### src/rtl/ex_mem_pkg.sv
// ----------------------------------------------------------------------------
// ex_mem_pkg
// Shared definitions for the EX->MEM pipeline stage:
//   - default payload / control widths
//   - control-field bit indices (memRead, memWrite, branch, regWrite, memToReg)
//   - payload field offsets and widths
//   - occupancy state encoding of the stage's two-slot buffer
// No ports (package).
// ----------------------------------------------------------------------------
package ex_mem_pkg;

    // Control field bit indices
    localparam int CTRL_MEM_READ   = 0;
    localparam int CTRL_MEM_WRITE  = 1;
    localparam int CTRL_BRANCH     = 2;
    localparam int CTRL_REG_WRITE  = 3;
    localparam int CTRL_MEM_TO_REG = 4;

    // Payload field layout, LSB first
    localparam int ALU_RESULT_LSB    = 0;
    localparam int ALU_RESULT_W      = 32;
    localparam int STORE_DATA_LSB    = ALU_RESULT_LSB + ALU_RESULT_W;
    localparam int STORE_DATA_W      = 32;
    localparam int BRANCH_TARGET_LSB = STORE_DATA_LSB + STORE_DATA_W;
    localparam int BRANCH_TARGET_W   = 32;
    localparam int ZERO_FLAG_LSB     = BRANCH_TARGET_LSB + BRANCH_TARGET_W;
    localparam int ZERO_FLAG_W       = 1;
    localparam int WRITE_REG_LSB     = ZERO_FLAG_LSB + ZERO_FLAG_W;
    localparam int WRITE_REG_W       = 5;
    localparam int SPARE_LSB         = WRITE_REG_LSB + WRITE_REG_W;
    localparam int SPARE_W           = 4;

    localparam int PAYLOAD_W_DEF = SPARE_LSB + SPARE_W;   // 106
    localparam int CTRL_W_DEF    = CTRL_MEM_TO_REG + 1;   // 5

    // Buffer occupancy: EMPTY (no beat), ONE (main slot), TWO (main + skid)
    typedef enum logic [1:0] {
        EMPTY = 2'd0,
        ONE   = 2'd1,
        TWO   = 2'd2
    } pipe_state_e;

endpackage

### src/rtl/ex_mem_pipe_stage_sat_counter.sv
// ----------------------------------------------------------------------------
// sat_counter
// Saturating up-counter, updated on the falling clock edge.
// Ports:
//   clock  in   counter clock (falling edge active)
//   clear  in   synchronous clear, active-high, has priority over inc
//   inc    in   add one when not already at all-ones
//   count  out  current count (registered)
// ----------------------------------------------------------------------------
module sat_counter #(
    parameter int WIDTH = 32
) (
    input  logic             clock,
    input  logic             clear,
    input  logic             inc,
    output logic [WIDTH-1:0] count
);

    logic [WIDTH-1:0] count_r;

    // Count with saturation at all-ones; clear wins over increment
    always_ff @(negedge clock) begin
        if (clear) begin
            count_r <= '0;
        end else if (inc && (count_r != {WIDTH{1'b1}})) begin
            count_r <= count_r + {{(WIDTH-1){1'b0}}, 1'b1};
        end else begin
            count_r <= count_r;
        end
    end

    assign count = count_r;

endmodule

### src/rtl/ex_mem_pipe_stage.sv
// ----------------------------------------------------------------------------
// ex_mem_pipe_stage
// EX->MEM pipeline register with valid/ready handshake and a 2-entry skid
// buffer (main slot drives the outputs, skid slot absorbs one extra beat so
// in_ready never depends combinationally on out_ready). Supports flush and
// forces the control field to zero for every bubble.
// All state updates on the falling edge of clock; reset is synchronous,
// active-high.
//
// Optional feature macro: EX_MEM_PIPE_PERF_EN
//   adds stall_cycles / flush_drops saturating 32-bit counters.
//
// Ports:
//   clock        in   stage clock (falling edge active)
//   reset        in   synchronous reset, active-high
//   flush        in   discard all held and incoming beats
//   in_valid     in   upstream beat present
//   in_ready     out  stage can accept a beat
//   in_payload   in   upstream data   [PAYLOAD_W]
//   in_ctrl      in   upstream control [CTRL_W]
//   out_valid    out  beat presented to MEM
//   out_ready    in   MEM consumes the beat
//   out_payload  out  data to MEM     [PAYLOAD_W]
//   out_ctrl     out  control to MEM  [CTRL_W], zero when out_valid=0
//   stall_cycles out  (perf build) cycles with out_valid & !out_ready
//   flush_drops  out  (perf build) flush cycles that discarded a beat
// ----------------------------------------------------------------------------
module ex_mem_pipe_stage
    import ex_mem_pkg::*;
#(
    parameter int PAYLOAD_W = PAYLOAD_W_DEF,
    parameter int CTRL_W    = CTRL_W_DEF
) (
    input  logic                 clock,
    input  logic                 reset,
    input  logic                 flush,
    input  logic                 in_valid,
    output logic                 in_ready,
    input  logic [PAYLOAD_W-1:0] in_payload,
    input  logic [CTRL_W-1:0]    in_ctrl,
    output logic                 out_valid,
    input  logic                 out_ready,
    output logic [PAYLOAD_W-1:0] out_payload,
    output logic [CTRL_W-1:0]    out_ctrl
`ifdef EX_MEM_PIPE_PERF_EN
    ,
    output logic [31:0]          stall_cycles,
    output logic [31:0]          flush_drops
`endif
);

    pipe_state_e          state_r;
    logic                 main_valid_r;
    logic [PAYLOAD_W-1:0] main_payload_r;
    logic [CTRL_W-1:0]    main_ctrl_r;
    logic                 skid_valid_r;
    logic [PAYLOAD_W-1:0] skid_payload_r;
    logic [CTRL_W-1:0]    skid_ctrl_r;

    logic in_fire_s;
    logic out_fire_s;

    // Ready depends only on held state and reset, never on out_ready
    assign in_ready   = !skid_valid_r && !reset;
    assign in_fire_s  = in_valid && in_ready;
    assign out_fire_s = main_valid_r && out_ready;

    assign out_valid   = main_valid_r;
    assign out_payload = main_payload_r;
    assign out_ctrl    = main_ctrl_r;

    // Occupancy FSM and slot storage; flush keeps payloads, clears valid/ctrl
    always_ff @(negedge clock) begin
        if (reset) begin
            state_r        <= EMPTY;
            main_valid_r   <= 1'b0;
            main_payload_r <= '0;
            main_ctrl_r    <= '0;
            skid_valid_r   <= 1'b0;
            skid_payload_r <= '0;
            skid_ctrl_r    <= '0;
        end else if (flush) begin
            state_r      <= EMPTY;
            main_valid_r <= 1'b0;
            main_ctrl_r  <= '0;
            skid_valid_r <= 1'b0;
            skid_ctrl_r  <= '0;
        end else begin
            case (state_r)
                EMPTY: begin
                    if (in_fire_s) begin
                        state_r        <= ONE;
                        main_valid_r   <= 1'b1;
                        main_payload_r <= in_payload;
                        main_ctrl_r    <= in_ctrl;
                    end else begin
                        state_r <= EMPTY;
                    end
                end
                ONE: begin
                    if (in_fire_s && out_fire_s) begin
                        main_payload_r <= in_payload;
                        main_ctrl_r    <= in_ctrl;
                    end else if (in_fire_s) begin
                        // MEM stalled: park the new beat behind the main slot
                        state_r        <= TWO;
                        skid_valid_r   <= 1'b1;
                        skid_payload_r <= in_payload;
                        skid_ctrl_r    <= in_ctrl;
                    end else if (out_fire_s) begin
                        // Becoming a bubble: zero ctrl so it cannot cause side effects
                        state_r      <= EMPTY;
                        main_valid_r <= 1'b0;
                        main_ctrl_r  <= '0;
                    end else begin
                        state_r <= ONE;
                    end
                end
                TWO: begin
                    if (out_fire_s) begin
                        state_r        <= ONE;
                        main_payload_r <= skid_payload_r;
                        main_ctrl_r    <= skid_ctrl_r;
                        skid_valid_r   <= 1'b0;
                        skid_ctrl_r    <= '0;
                    end else begin
                        state_r <= TWO;
                    end
                end
                default: begin
                    state_r      <= EMPTY;
                    main_valid_r <= 1'b0;
                    main_ctrl_r  <= '0;
                    skid_valid_r <= 1'b0;
                    skid_ctrl_r  <= '0;
                end
            endcase
        end
    end

`ifdef EX_MEM_PIPE_PERF_EN
    logic stall_inc_s;
    logic drop_inc_s;

    assign stall_inc_s = main_valid_r && !out_ready;
    // A flush cycle counts as a drop only if something was actually discarded
    assign drop_inc_s  = flush && (main_valid_r || skid_valid_r || in_fire_s);

    sat_counter #(.WIDTH(32)) u_stall_cnt (
        .clock (clock),
        .clear (reset),
        .inc   (stall_inc_s),
        .count (stall_cycles)
    );

    sat_counter #(.WIDTH(32)) u_drop_cnt (
        .clock (clock),
        .clear (reset),
        .inc   (drop_inc_s),
        .count (flush_drops)
    );
`endif

endmodule

### config.mk
export PLATFORM = sky130hd
export DESIGN_NAME = ex_mem_pipe_stage
export DESIGN_NICKNAME = d
export VERILOG_FILES = /design/src/rtl/ex_mem_pkg.sv /design/src/rtl/ex_mem_pipe_stage_sat_counter.sv /design/src/rtl/ex_mem_pipe_stage.sv
export SDC_FILE = /design/constraint.sdc
export NUM_CORES = 1
export LEC_CHECK = 0
export CAP_MARGIN = 5
export CORE_MARGIN = 2
export CORE_UTILIZATION = 49
export DETAILED_ROUTE_END_ITERATION = 10
export PLACE_DENSITY = 0.8
export SLEW_MARGIN = 20
export SYNTH_ARGS = -nofsm -noshare
export SYNTH_HDL_FRONTEND = slang
export SYNTH_SLANG_ARGS = --single-unit
export TNS_END_PERCENT = 100
### constraint.sdc
create_clock -name clock -period 3.1 [get_ports clock]
set_clock_uncertainty 0.2 [all_clocks]
set_input_delay 0.775 -clock clock [delete_from_list [all_inputs] [get_ports clock]]
set_output_delay 0.775 -clock clock [all_outputs]
set_load 0.02 [all_outputs]
==> flow_summary_export.csv <==
group,metric,value,unit
floorplan,start_util,0.496,
placement,placed_area,12300,um^2
logic_synthesis,netlist_instances,1042,
worst_setup_path,crit_fanout,5,
sta,finalSetupViolCount,337,
logic_synthesis,synth.yosys.seq_area_share,0.491,
cts,cts_tree,"built",
grt,grt_overflow,0,
grt,grt_pass1_wl,51200,um
worst_setup_path,crit_path_end_kind,"register",
logic_synthesis,synth_fa_ha_area_frac,0,
cells_and_area,layoutNonFillerInstCount,1813,
logic_synthesis,synth_compound_area_frac,0.162,
floorplan,die_area,19900,um^2
cts,cts.path.max_buffers,3,
routing,dr.pass1.iters,7,
floorplan,ios,229,
grt,antenna_found_initial,1,
cts,holdBufCountCts,0,
placement,dp_hpwl,16000,um
logic_synthesis,synth_top_flop_cell,"dfxtp_1",
logic_synthesis,synth_area,9210,um^2
cells_and_area,final_area,15400,um^2
logic_synthesis,yosys-top-cells-count,"dfxtp_1 (226), nand2_1 (222), a21oi_1 (111)",
routing,wl_per_cell,19.3,um
logic_synthesis,synth_top_area_share,0.491,
logic_synthesis,synth_top_family_by_area,"simple AND/OR/NAND/NOR gates",
routing,initialDrtViolationCount,800,
cells_and_area,final_util,0.830,
grt,grt_use_total,0.317,
placement,dp_cells,1478,
logic_synthesis,synth_area_per_cell,8.84,um^2
logic_synthesis,synth_edf_count,0,
cells_and_area,fin_nets,1676,
worst_setup_path,worstSetupPathType,"input pin to register",
floorplan,rows,50,
cts,htree_num_levels,1,
cts,clkTransAtPathRegs,0.04,ns
logic_synthesis,synthDistinctLibCells,33,
sta,slew_headroom,0.316,
run_status,violations,"negative setup slack",
logic_synthesis,async_reset_ff_frac,0,
logic_synthesis,synthXorXnorAreaFrac,0,
logic_synthesis,yosysTopAreaCell,"dfxtp_1",
cells_and_area,drive_gt1_frac,0.299,
worst_setup_path,start_kind,"input pin",
routing,routed_via_density,5.73,
routing,vias,10400,
sta,worst_slew_pin_slew,1.03,ns
power,powerDensity,554,nW/um^2
power,p_leak,6.49,nW
grt,grt_max_degree,214,
routing,drc,0,
logic_synthesis,synth.area.top_cells,"dfxtp_1 (49%), mux2i_1 (12%), nand2_1 (9.0%)",
routing,antenna_left,0,
logic_synthesis,synth_nets,1158,
worst_setup_path,crit_required,1.74,ns
floorplan,die_h,141,um
logic_synthesis,synth_warnings,0,
logic_synthesis,synth_most_common_cell,"dfxtp_1",
min_path,hp-class,"register to register",
sta,rsz0062_at_grt,"true",
logic_synthesis,ys_seq_elements,226,
cells_and_area,area_growth,67.4,%
logic_synthesis,synth-simple-area-share,0.177,
cts,clk_latency,0.61,ns
worst_setup_path,arrival,2.46,ns
cts,cts.sinks,226,
power,power.total,0.00855,W
power,ir_worst_vdd,489,uV
cells_and_area,nFillCells,986,
placement,io_buffers,228,
grt,grt_pass1_vias,10800,
sta,drv_slew,0,
run_status,status,"complete, but fails checks",
logic_synthesis,synthMuxAreaShare,0.120,
placement,gp_congestion,0.831,
cells_and_area,seqCellArea,4670,um^2
floorplan,die_w,141,um
cts,cts_buffers,24,
sta,fin_ws,-0.721,ns
cells_and_area,multi_input_area,4490,um^2
floorplan,coreArea,18600,um^2
job,drv_cap,0,
sta,hold_viol_final,0,
cts,cts-root-buf,"clkbuf_16",
routing,drt_wl_total,35000,um
-- per-stage QoR --
| step | setup TNS (ns) | hold WS (ns) | setup slack [ns] |
|---|---|---|---|
| 2_1_floorplan | -217.54 | 0.230 | -1.05 |
| 3_3_place_gp | -363.34 | 0.238 | -1.48 |
| 3_5_place_dp | -365.99 | 0.243 | -1.52 |
| 4_1_cts | -168.76 | 0.248 | -0.659 |
| 5_1_grt | -191.22 | 0.261 | -0.743 |
| 6_report | -184.06 | 0.249 | -0.721 |
-- state kept, by name, summed over array words and instances (netlist names) --
signal          flops
skid_valid_r        1
skid_ctrl_r         5
state_r             2
out_payload       106
out_valid           1
skid_payload_r    106
out_ctrl            5
-- worst max-delay path, stage by stage --
cell and delay, ns:
buf_6 0.09, or3b_4 0.41, nor4_4 0.28, buf_6 0.15
buf_6 0.08, or2_4 0.10, buf_6 0.10, buf_6 0.11
buf_12 0.14, clkbuf_16 0.15, a211oi_2 0.07
-- layout by cell type, fill, tap and decap left out, types with 2 or more instances in the layout --
cell	synthesis	final
buf_12	0	27
o21ai_0	2	2
nand2_1	222	218
buf_4	11	82
buf_16	0	11
nand3_1	7	7
dfxtp_1	226	113
and3_1	8	7
nand2_2	0	4
bufbuf_16	0	3
nor3_2	0	3
clkinvlp_2	0	7
nor2_1	10	9
buf_8	0	4
a211oi_1	107	65
nor4_4	2	2
bufinv_16	0	6
buf_6	0	122
a21oi_1	111	111
clkbuf_16	0	30
clkdlybuf4s50_1	0	111
a211oi_2	0	42
inv_4	0	3
dfxtp_2	0	113
a22o_1	3	3
nor3_1	109	106
mux2i_1	110	110
inv_1	3	231
a211o_1	4	4
-- layout make-up --
cell class	count	share of cell area
clock inverter	245	0.0709
tap	234	0.0190
clock buffer	25	0.0406
antenna	1	0.000162
sequential	226	0.302
inverter	2	0.000487
multi-input combinational	713	0.291
timing repair buffer	367	0.275
-- cells by family (layout without fill, tap and decap cells) --
| logic type | count (synthesis) | in the layout |
|---|---|---|
| muxes | 110 | 110 |
| buffers and inverters | 103 | 639 |
| DFF | 226 | 226 |
| AOI/OAI and AO/OA | 234 | 234 |
| and+or+nand+nor | 369 | 369 |
| other | 0 | 1 |
-- final timing paths --
kind | startpoint | end | slack [ns] | cells after the start
setup / recovery | reset | out_payload[104] | -0.72 | 11
hold / removal | skid_payload_r[44] | skid_payload_r[44] | 0.25 | 2
setup reg to reg | skid_valid_r | out_payload[104] | 0.70 | 11
hold reg to reg | skid_payload_r[44] | skid_payload_r[44] | 0.25 | 2
-- what timing repair did --
item	CTS	global route
pin swaps	16	11
resized for setup	819	25
gates cloned	16	5
setup endpoints to repair	339	339
buffers inserted	32	18
-- routing by layer --
metal  GRT usage  vias up  part of all wire
li1            -     4746                 -
met1       0.339     4986              0.38
met2       0.539      545              0.50
met3      0.0968      120             0.080
met4       0.214        0             0.049
met5           0        -                 0
-- power breakdown --
part	switching [W]	internal, W	total [W]
clock	0.00211	0.00236	0.00446
sequential	0.0000703	0.00303	0.00310
combinational	0.000463	0.000521	0.000984
total	0.00264	0.00591	0.00855
(Power assumes the default switching activity.)
